--- config.mk ---
export PLATFORM = sky130hd
export DESIGN_NAME = hm_10_state_line_generator_flat
export DESIGN_NICKNAME = d
export VERILOG_FILES = /design/src/rtl/hm_10_state_line_generator_pkg.sv /design/src/rtl/hm_10_state_line_generator_if.sv /design/src/rtl/hm_10_state_line_generator_terminal_count_counter.sv /design/src/rtl/hm_10_state_line_generator.sv /design/src/flat_wrapper.sv
export SDC_FILE = /design/constraint.sdc
export NUM_CORES = 1
export LEC_CHECK = 0
export CORE_MARGIN = 3
export CORE_UTILIZATION = 55
export CTS_BUF_LIST = sky130_fd_sc_hd__clkbuf_8
export DETAILED_ROUTE_END_ITERATION = 12
export PLACE_DENSITY = 0.72
export REMOVE_ABC_BUFFERS = 1
export SLEW_MARGIN = 20
export SYNTH_ARGS = -nofsm -noshare
export SYNTH_HDL_FRONTEND = slang
export SYNTH_SLANG_ARGS = --single-unit
--- constraint.sdc ---
create_clock -name clock -period 4.4 [get_ports clock]
set_clock_uncertainty 0.05 [all_clocks]
set_input_delay 0.44 -clock clock [delete_from_list [all_inputs] [get_ports clock]]
set_output_delay 0.44 -clock clock [all_outputs]
set_load 0.02 [all_outputs]
--- src/rtl/hm_10_state_line_generator_pkg.sv ---
`default_nettype none
// ============================================================================
// Module      : hm10_pkg
// Description : Shared definitions for the HM-10 STATE line generator:
//               link_state encodings, counter width, default timing and the
//               internal FSM state type.
// Revision    : 1.0 - initial release
// ============================================================================
package hm10_pkg;

    // Externally visible link_state encodings (shared with the checker)
    localparam logic [1:0] LS_OFF        = 2'b00;
    localparam logic [1:0] LS_ADVERTISE  = 2'b01;
    localparam logic [1:0] LS_CONNECTING = 2'b10;
    localparam logic [1:0] LS_CONNECTED  = 2'b11;

    // Width of every timing counter
    localparam int CNT_W = 32;

    // Default timing, in clock cycles
    localparam int unsigned DEFAULT_HALF_PERIOD     = 500000;
    localparam int unsigned DEFAULT_CONNECT_DELAY   = 1000;
    localparam int unsigned DEFAULT_DISCONNECT_HOLD = 2000;

    // Internal FSM states; DROPPED is hidden behind the OFF encoding
    typedef enum logic [2:0] {
        ST_OFF        = 3'd0,
        ST_ADVERTISE  = 3'd1,
        ST_CONNECTING = 3'd2,
        ST_CONNECTED  = 3'd3,
        ST_DROPPED    = 3'd4
    } gen_state_t;

    // Map an internal state onto its reported link_state encoding
    function automatic logic [1:0] link_code(input gen_state_t s);
        logic [1:0] code;
        code = LS_OFF;
        case (s)
            ST_ADVERTISE:  code = LS_ADVERTISE;
            ST_CONNECTING: code = LS_CONNECTING;
            ST_CONNECTED:  code = LS_CONNECTED;
            default:       code = LS_OFF;
        endcase
        return code;
    endfunction

endpackage
`default_nettype wire

--- src/rtl/hm_10_state_line_generator_if.sv ---
`default_nettype none
// ============================================================================
// Module      : hm_10_state_line_generator_if
// Description : Control/status bundle between a BLE "central" (master) and
//               the HM-10 STATE line generator (slave).
//               Optional macro HM10_STATE_GEN_TOGGLE_COUNT_EN adds toggle_count.
// Revision    : 1.0 - initial release
// ============================================================================
interface hm_10_state_line_generator_if;

    logic        power_enable;
    logic        connect_request;
    logic        force_drop;
    logic        state_line;
    logic [1:0]  link_state;
    logic        connected;
`ifdef HM10_STATE_GEN_TOGGLE_COUNT_EN
    logic [15:0] toggle_count;
`endif

`ifdef HM10_STATE_GEN_TOGGLE_COUNT_EN
    modport master (
        output power_enable, connect_request, force_drop,
        input  state_line, link_state, connected, toggle_count
    );
    modport slave (
        input  power_enable, connect_request, force_drop,
        output state_line, link_state, connected, toggle_count
    );
`else
    modport master (
        output power_enable, connect_request, force_drop,
        input  state_line, link_state, connected
    );
    modport slave (
        input  power_enable, connect_request, force_drop,
        output state_line, link_state, connected
    );
`endif

endinterface
`default_nettype wire

--- src/rtl/hm_10_state_line_generator_terminal_count_counter.sv ---
`default_nettype none
// ============================================================================
// Module      : terminal_count_counter
// Description : Up-counter with synchronous clear and enable that wraps at a
//               runtime limit; o_done flags the enabled terminal-count cycle.
// Revision    : 1.0 - initial release
// ============================================================================
module terminal_count_counter
    import hm10_pkg::*;
#(
    parameter int WIDTH = CNT_W
) (
    input  wire logic             clk,
    input  wire logic             rst,
    input  wire logic             i_clear,
    input  wire logic             i_en,
    input  wire logic [WIDTH-1:0] i_limit,
    output logic                  o_done
);

    logic [WIDTH-1:0] r_count;
    logic             w_terminal;

    assign w_terminal = (r_count == (i_limit - WIDTH'(1)));
    assign o_done     = i_en && w_terminal;

    // Count 0..limit-1 while enabled; clear has priority over counting
    always_ff @(posedge clk) begin
        if (rst || i_clear) begin
            r_count <= '0;
        end else if (i_en) begin
            r_count <= w_terminal ? '0 : r_count + WIDTH'(1);
        end
    end

endmodule
`default_nettype wire

--- src/rtl/hm_10_state_line_generator.sv ---
`default_nettype none
// ============================================================================
// Module      : hm_10_state_line_generator
// Description : Emulates the HM-10 BLE STATE pin: blinks while advertising or
//               connecting, steady high when connected, low for a hold time
//               after a link drop. All outputs registered from next state.
//               Optional macro HM10_STATE_GEN_TOGGLE_COUNT_EN adds a 16-bit
//               state_line transition counter.
// Revision    : 1.0 - initial release
// ============================================================================
module hm_10_state_line_generator
    import hm10_pkg::*;
#(
    parameter int unsigned HALF_PERIOD     = DEFAULT_HALF_PERIOD,
    parameter int unsigned CONNECT_DELAY   = DEFAULT_CONNECT_DELAY,
    parameter int unsigned DISCONNECT_HOLD = DEFAULT_DISCONNECT_HOLD
) (
    input  wire logic               clock,
    input  wire logic               reset,
    hm_10_state_line_generator_if.slave bus
);

    localparam logic [CNT_W-1:0] C_HALF_LIMIT  = CNT_W'(HALF_PERIOD);
    localparam logic [CNT_W-1:0] C_DELAY_LIMIT = CNT_W'(CONNECT_DELAY);
    localparam logic [CNT_W-1:0] C_HOLD_LIMIT  = CNT_W'(DISCONNECT_HOLD);

    gen_state_t r_state;
    logic       r_blink;
    logic       r_line;
    logic [1:0] r_link;
    logic       r_conn;
`ifdef HM10_STATE_GEN_TOGGLE_COUNT_EN
    logic [15:0] r_toggle_cnt;
`endif

    gen_state_t w_state_nxt;
    logic       w_blink_nxt;
    logic       w_line_nxt;
    logic       w_in_blink;
    logic       w_nxt_blink;
    logic       w_blink_done;
    logic       w_delay_done;
    logic       w_hold_done;

    assign w_in_blink  = (r_state == ST_ADVERTISE) || (r_state == ST_CONNECTING);
    assign w_nxt_blink = (w_state_nxt == ST_ADVERTISE) || (w_state_nxt == ST_CONNECTING);

    // Blink phase survives ADVERTISE<->CONNECTING; restarts from 0 on any entry
    terminal_count_counter #(.WIDTH(CNT_W)) u_blink_cnt (
        .clk     (clock),
        .rst     (reset),
        .i_clear (!bus.power_enable || !w_in_blink),
        .i_en    (w_in_blink),
        .i_limit (C_HALF_LIMIT),
        .o_done  (w_blink_done)
    );

    // Connect delay restarts whenever the request is withdrawn
    terminal_count_counter #(.WIDTH(CNT_W)) u_delay_cnt (
        .clk     (clock),
        .rst     (reset),
        .i_clear (!bus.power_enable || (r_state != ST_CONNECTING) || !bus.connect_request),
        .i_en    (r_state == ST_CONNECTING),
        .i_limit (C_DELAY_LIMIT),
        .o_done  (w_delay_done)
    );

    // Disconnect hold only runs inside DROPPED
    terminal_count_counter #(.WIDTH(CNT_W)) u_hold_cnt (
        .clk     (clock),
        .rst     (reset),
        .i_clear (!bus.power_enable || (r_state != ST_DROPPED)),
        .i_en    (r_state == ST_DROPPED),
        .i_limit (C_HOLD_LIMIT),
        .o_done  (w_hold_done)
    );

    // Next-state logic: power loss beats everything, then force_drop
    always_comb begin
        w_state_nxt = r_state;
        if (!bus.power_enable) begin
            w_state_nxt = ST_OFF;
        end else begin
            case (r_state)
                ST_OFF:        w_state_nxt = ST_ADVERTISE;
                ST_ADVERTISE:  if (bus.connect_request) w_state_nxt = ST_CONNECTING;
                ST_CONNECTING: begin
                    if (!bus.connect_request) w_state_nxt = ST_ADVERTISE;
                    else if (w_delay_done)    w_state_nxt = ST_CONNECTED;
                end
                ST_CONNECTED:  if (bus.force_drop || !bus.connect_request) w_state_nxt = ST_DROPPED;
                ST_DROPPED:    if (w_hold_done) w_state_nxt = ST_ADVERTISE;
                default:       w_state_nxt = ST_OFF;
            endcase
        end
    end

    // Next blink bit and line level derived from the next state
    always_comb begin
        w_blink_nxt = 1'b0;
        if (w_nxt_blink && w_in_blink) begin
            w_blink_nxt = r_blink ^ w_blink_done;
        end
        case (w_state_nxt)
            ST_ADVERTISE, ST_CONNECTING: w_line_nxt = w_blink_nxt;
            ST_CONNECTED:                w_line_nxt = 1'b1;
            default:                     w_line_nxt = 1'b0;
        endcase
    end

    // State register and registered outputs, all updated on the same edge
    always_ff @(posedge clock) begin
        if (reset) begin
            r_state      <= ST_OFF;
            r_blink      <= 1'b0;
            r_line       <= 1'b0;
            r_link       <= LS_OFF;
            r_conn       <= 1'b0;
`ifdef HM10_STATE_GEN_TOGGLE_COUNT_EN
            r_toggle_cnt <= 16'd0;
`endif
        end else begin
            r_state <= w_state_nxt;
            r_blink <= w_blink_nxt;
            r_line  <= w_line_nxt;
            r_link  <= link_code(w_state_nxt);
            r_conn  <= (w_state_nxt == ST_CONNECTED);
`ifdef HM10_STATE_GEN_TOGGLE_COUNT_EN
            if (w_state_nxt == ST_OFF) begin
                r_toggle_cnt <= 16'd0;
            end else if (w_line_nxt != r_line) begin
                r_toggle_cnt <= r_toggle_cnt + 16'd1;
            end
`endif
        end
    end

    assign bus.state_line   = r_line;
    assign bus.link_state   = r_link;
    assign bus.connected    = r_conn;
`ifdef HM10_STATE_GEN_TOGGLE_COUNT_EN
    assign bus.toggle_count = r_toggle_cnt;
`endif

endmodule
`default_nettype wire
--- src/flat_wrapper.sv ---
// flat-port wrapper written by rule: the top's interface ports become plain ports
module hm_10_state_line_generator_flat import hm10_pkg::*;
#(
    parameter int unsigned HALF_PERIOD     = DEFAULT_HALF_PERIOD,
    parameter int unsigned CONNECT_DELAY   = DEFAULT_CONNECT_DELAY,
    parameter int unsigned DISCONNECT_HOLD = DEFAULT_DISCONNECT_HOLD
)
  (clock, reset, bus_power_enable, bus_connect_request, bus_force_drop, bus_state_line, bus_link_state, bus_connected);
  hm_10_state_line_generator_if bus_i ();
  input  wire logic clock;
  input  wire logic reset;
  input wire logic [$bits(bus_i.power_enable)-1:0] bus_power_enable;
  input wire logic [$bits(bus_i.connect_request)-1:0] bus_connect_request;
  input wire logic [$bits(bus_i.force_drop)-1:0] bus_force_drop;
  output wire logic [$bits(bus_i.state_line)-1:0] bus_state_line;
  output wire logic [$bits(bus_i.link_state)-1:0] bus_link_state;
  output wire logic [$bits(bus_i.connected)-1:0] bus_connected;
  assign bus_i.power_enable = bus_power_enable;
  assign bus_i.connect_request = bus_connect_request;
  assign bus_i.force_drop = bus_force_drop;
  assign bus_state_line = bus_i.state_line;
  assign bus_link_state = bus_i.link_state;
  assign bus_connected = bus_i.connected;
  hm_10_state_line_generator #(.HALF_PERIOD(HALF_PERIOD), .CONNECT_DELAY(CONNECT_DELAY), .DISCONNECT_HOLD(DISCONNECT_HOLD)) u_core (.clock(clock), .reset(reset), .bus(bus_i));
endmodule
==> summary.txt <==
Run status
  • Status: complete, no violations

Finish
  • Share of cells above drive strength 1: 5.92%
  • Ant. Diodes: 0
  • Final Net Count: around 560
  • FILL cells: approximately 740
  • Area grow syn2layout: 6.53%

Logic synthesis
  • FF+latch count, synth: 104
  • Post-synth top area cell: dfxtp_1
  • Yosys warns: 0
  • Async SR Flop Fraction: 0%
  • Mapped Area: 4730 sq um
  • Yosys top cell area share: 44.0%
  • Cell count after synthesis: between 500 and 600
  • Post-synth EDFFs: 0
  • Post-Syn Area per Cell: around 8.6 sq um
  • Library cells used by synthesis: 43
  • Primary FF master, synth: dfxtp_1
  • Seq/Total Area, Yosys: 44.0%
  • Top post-synthesis cells by area: dfxtp_1 44%, xor2_1 9.2%, nor2_1 8.4%, xnor2_1 5.9%, nand3_1 3.4%

Pwr
  • Power per Cell Area: 302 nW/um^2
  • Leak Pwr: around 1.6 nW
  • Peak VDD IR: 0.186 mV

Timing
  • Final Max Slew Viols: 0
  • Slew HR: a little under three fifths
  • Worst slew pin tran: between 0.6 and 0.7 ns
  • Fmax: 0.430 GHz
  • Final period demand of the worst path: 2.32 ns
  • Final Setup Violations: 0
  • Setup TNS: 0 ns
  • RSZ-0062 raised after global routing: false
  • Setup ws final: 2.08 ns
  • Fin. Hold Viols: 0
  • Final period util: a little over half

Floorplanning
  • FP Rows: 33
  • Die area: 9760 sq um
  • Die Wd: just under 100 um
  • Die H: 98.8 um
  • I/O pin cnt: 9
  • Initial Util: between 50% and 60%
  • Core area: 8300 sq um

Clock network
  • # Post-CTS Setup Buffers: 0
  • Post-CTS Resized: 0
  • Max H-tree Level: 3
  • CTS root buf: clkbuf_8
  • CTS Buffer Depth: 2
  • Worst-path clk slew: approximately 0.09 ns
  • Hold_buf cts: 0
  • Clk Latency, worst-skew pair: around 0.37 ns
  • Clk sinks: approximately 100
  • Num CTS Buffers: 9
  • CTS tree: done

Global route
  • Vias in the first global route: 3429
  • Initial antenna violation count: 0
  • Largest net degree at the start of global routing: 33
  • Total grt overflow: 0
  • GRT Overall Usage: 19.2%
  • First-pass GRT wire length: 15.7 mm

Worst setup path
  • Worst setup SP type: flip-flop
  • Crit path required time: 4.63 ns
  • CP endpoint kind: flip-flop
  • WP data arrival: 2.56 ns
  • Crit Path Max Fanout: 32
  • Crit Path Category: flip-flop to flip-flop

Routing
  • DRC Markers: 0
  • Via count: 3627
  • Vias per cell: approximately 5.5
  • DRT Pass-1 Iters: 4
  • Final ANT Viol Nets: 0
  • WL/cell: 13.0 um
  • Drt total wl: approximately 8.6 mm
  • Initial DRC count: 134

Hold path
  • HP Class: flip-flop to flip-flop

Place
  • HPWL Detailed: between 5 and 6 mm
  • Setup WS pre-CTS: 1.79 ns
  • Placer Congestion: 0.779
  • IO buf count: 8

Flow run
  • Max-cap viol count: 0
-- metrics by stage --
step / cell area (sq um) / power, mW / instances / util (%) / hold slack (ns)
after detailed placement: 4860 / 0.992 / 647 / 58.6 / 0.384
final: 5040 / 1.53 / 662 / 60.8 / 0.395
after global placement: 4860 / 0.991 / 647 / 58.6 / 0.374
after global routing: 5040 / 1.58 / 662 / 60.8 / 0.425
after CTS: 5040 / 1.55 / 662 / 60.8 / 0.400
after floorplan: 4650 / 0.981 / 534 / - / 0.363
-- routing by layer --
metal / share of wire [%] / wire length [um] / track usage (%)
met3: 3.2 / 272 / 5.73
met4: 1.2 / 101 / 5.04
met2: 47 / 4040 / 30.7
met5: 0 / 0 / 0
met1: 49 / 4200 / 25.5
-- synth_stat cells (all sizes together) (13+ instances only) --
library cell and n:
inv 16, nand4 24, and4 13, dfxtp 104
nor3 15, nor2 107, xnor2 33, nor4 19
nand3 33, xor2 50, and3 14, nand2 41
or3 15
-- sequential cells by signal, summed over array words and instances, names as in the netlist --
| signal | flops |
|---|---|
| u_core.r_state | 3 |
| u_core.bus.connected | 1 |
| u_core.u_blink_cnt.r_count | 32 |
| u_core.bus.link_state | 2 |
| u_core.u_delay_cnt.r_count | 32 |
| u_core.bus.state_line | 1 |
| u_core.r_blink | 1 |
| u_core.u_hold_cnt.r_count | 32 |
-- cell families after synthesis --
kind of cell | after synthesis | share of synthesized area [%]
buffers and inverters | 33 | 2.99
DFF | 104 | 44.0
AOI/OAI and AO/OA | 29 | 3.38
adders and majority gates | 3 | 0.793
and+or+nand+nor | 299 | 33.4
xor gates and xnor gates | 83 | 15.5
-- power by group --
| group | internal [mW] | switching [mW] |
|---|---|---|
| logic | 0.0102 | 0.0136 |
| clock network | 0.254 | 0.301 |
| registers | 0.942 | 0.00325 |
-- worst paths after layout --
check | depth (start not counted) | from | slack, ns | endpoint
worst max-delay path | 3 | u_core.r_state[1] | 2.08 | u_core.u_delay_cnt.r_count[20]
worst min-delay path | 1 | u_core.u_delay_cnt.r_count[0] | 0.40 | u_core.u_delay_cnt.r_count[0]
worst max register to register | 3 | u_core.r_state[1] | 2.08 | u_core.u_delay_cnt.r_count[20]
worst min register to register | 1 | u_core.u_delay_cnt.r_count[0] | 0.40 | u_core.u_delay_cnt.r_count[0]
-- cells in the final DEF (no fill, tap or decap), drive strengths merged, types with 3 or more instances in the layout --
master and count:
a21oi 12, o21ai 12, xor2 50, ha 3, or2 3, nor4 19, clkbuf 9, nand4 24
nand2 41, inv 19, and4 13, or3 15, nand3 33, clkdlybuf4s50 8, nor3 15, and2 4
xnor2 33, and3 14, dfxtp 104, nor2 107
-- final cells by class --
cell class / instances / area [sq um] / share of cell area [%]
clock inverter: 6 / 55.1 / 1.09
inverter: 16 / 60.1 / 1.19
timing repair buffer: 8 / 80.1 / 1.59
sequential: 104 / 2080 / 41.3
tap: 105 / 131 / 2.60
clock buffer: 9 / 124 / 2.46
multi-input combinational: 414 / 2510 / 49.8
-- worst max-delay path, stage by stage, from the launching register on --
cell and delay, ns:
dfxtp_1 0.59, nor3b_2 0.38, or4b_2 0.98, a21oi_1 0.24
(Power assumes the default switching activity.)
==> patch (config.mk and constraints unchanged) <==
Change the package constant `CNT_W` from 32 to 16.
--- a/src/rtl/hm_10_state_line_generator_pkg.sv
+++ b/src/rtl/hm_10_state_line_generator_pkg.sv
@@ -15,7 +15,7 @@
     localparam logic [1:0] LS_CONNECTED  = 2'b11;
 
     // Width of every timing counter
-    localparam int CNT_W = 32;
+    localparam int CNT_W = 16;
 
     // Default timing, in clock cycles
     localparam int unsigned DEFAULT_HALF_PERIOD     = 500000;
Check against the original RTL: same outputs for any inputs over 10 cycles, from zero or initial values and one cycle with reset high; that may be too few to reach the edited logic, so the function may still have changed.
==> patch against the unedited design <==
- fmax rose by 2.8%
- sequential cell count shrank 48
- sequential share of layout area fell by 1.3 points
- global-route usage increased by 0.39 points
- routed wire length is 43% lower
- synthesized area decreased by 45%
- cell area shrank 44%
- largest cell class unchanged
- setup slack better by 63 ps
- total power decreased by 48%
==> patch: results (changes against the unedited design) <==
[global_route]
track_usage_pct=19.6  ; +0.39 points
grt_max_degree=16  ; -52%
grt_pass1_vias=1882  ; -45%
grt_pass1_wl_um=8560  ; -45%

[synth]
synth.area.top_cells=dfxtp_1 (43%), a21oi_1 (4.2%), nor2_1 (3.7%)
synth_common_cells=dfxtp_1 (56), nor2_1 (26), a21oi_1 (22)
yosys_warnings=0  ; unchanged
yosysUniqueCellTypes=46  ; +7.0%
syn_inst=290  ; -47%
synth-seq-area-share_pct=43.0  ; -1.0 points

[detailed_routing]
drt_iter0_markers=126  ; -6.0%
viasPerCell=6.08  ; +11%
drt_wl_total_um=4900  ; -43%

[setup_path]
max_stage_delay_ps=710  ; -270 ps
worstReg2RegStart=u_core.r_state[2]$_SDFF_PP0_
critPathTopFamily=simple AND/OR/NAND/NOR gates
cp_slowest_cell=dfxtp_1
r2r_slack_ps=2140  ; +60 ps
ff2ff_path_depth=4  ; +1
cp_data_arrival_time_ps=2450  ; -110 ps
r2r_end=u_core.u_hold_cnt.r_count[14]$_SDFFE_PP0N_
worstPathMaxFanout=15  ; -53%

[cts]
ctsResizeCount=0  ; unchanged
clock_latency_ps=300  ; -70 ps
htree_levels=2  ; -1
numCtsBuffers=5  ; -4

[place]
placed_area_um2=2720  ; -44%
post-place-cells=344  ; -47%
gp_congestion=0.756  ; -3.0%
hpwlAfterDp_um=3520  ; -41%
dp_slack_ps=2010  ; +225 ps

[worst_hold_path]
whs_endpoint=u_core.u_delay_cnt.r_count[0]$_SDFFE_PP0P_

[sta]
hold-worst-slack_ps=395  ; +0.212 ps
max_slew_margin_pct=58.9  ; +3.8 points

[final_layout]
finalNetCount=307  ; -45%
drive_gt1_share_pct=5.69  ; -0.24 points
layoutNonFillerInstCount=351  ; -47%
reg_top3=u_core.u_blink_cnt.r_count: 16 flops, u_core.u_delay_cnt.r_count: 16 flops, u_core.u_hold_cnt.r_count: 16 flops

[run_status]
status=completed

[power_and_ir_drop]
p_leak_nw=0.885  ; -43%
ir_worst_vdd_mv=0.194  ; +4.3%

-- patch: kinds of logic (layout without fill, tap and decap cells) --
group	count (synthesis)	in the layout	share of synthesized area (%)
XOR/XNOR	22	22	8.11
AND/OR/NAND/NOR	145	145	33.1
adder cells (fa/ha/maj)	3	3	1.44
multiplexers	2	2	0.767
flip-flops	56	56	43.0
AO/OA/AOI/OAI	50	50	11.5
buffers and inverters	12	21	2.16
-- patch: worst max path at each step --
stage / from / end / slack, ps
floorplan: u_core.r_state[2]$_SDFF_PP0_ / u_core.u_hold_cnt.r_count[14]$_SDFFE_PP0N_ / 2380
global placement: reset / u_core.u_blink_cnt.r_count[11]$_SDFFE_PP0P_ / 2120
detailed placement: reset / u_core.u_blink_cnt.r_count[11]$_SDFFE_PP0P_ / 2010
CTS: u_core.r_state[2]$_SDFF_PP0_ / u_core.u_hold_cnt.r_count[14]$_SDFFE_PP0N_ / 2160
global route: u_core.r_state[0]$_SDFF_PP0_ / u_core.u_blink_cnt.r_count[10]$_SDFFE_PP0P_ / 1950
finish: u_core.r_state[2]$_SDFF_PP0_ / u_core.u_hold_cnt.r_count[14]$_SDFFE_PP0N_ / 2140
-- patch: cell type report --
cell class,instances,area [um2]
clock inverters,2,8.76
repair buffers,9,87.6
multi-input cells,222,1430
clock buffers,5,68.8
inverters,5,18.8
fillers,379,1670
well taps,52,65.1
flip-flops and latches,56,1120
-- patch: metal layers --
metal	track usage [%]	vias up	wire, um
li1	-	1092	-
met2	31.2	27	2270
met1	26.6	1014	2460
met4	5.34	0	25
met5	0	-	0
met3	4.81	2	135
-- patch: where the power goes --
| group | switching (mW) | leakage, nW | internal (mW) |
|---|---|---|---|
| clock | 0.158 | 0.0452 | 0.106 |
| combinational | 0.0109 | 0.388 | 0.0102 |
| sequential | 0.00367 | 0.452 | 0.509 |
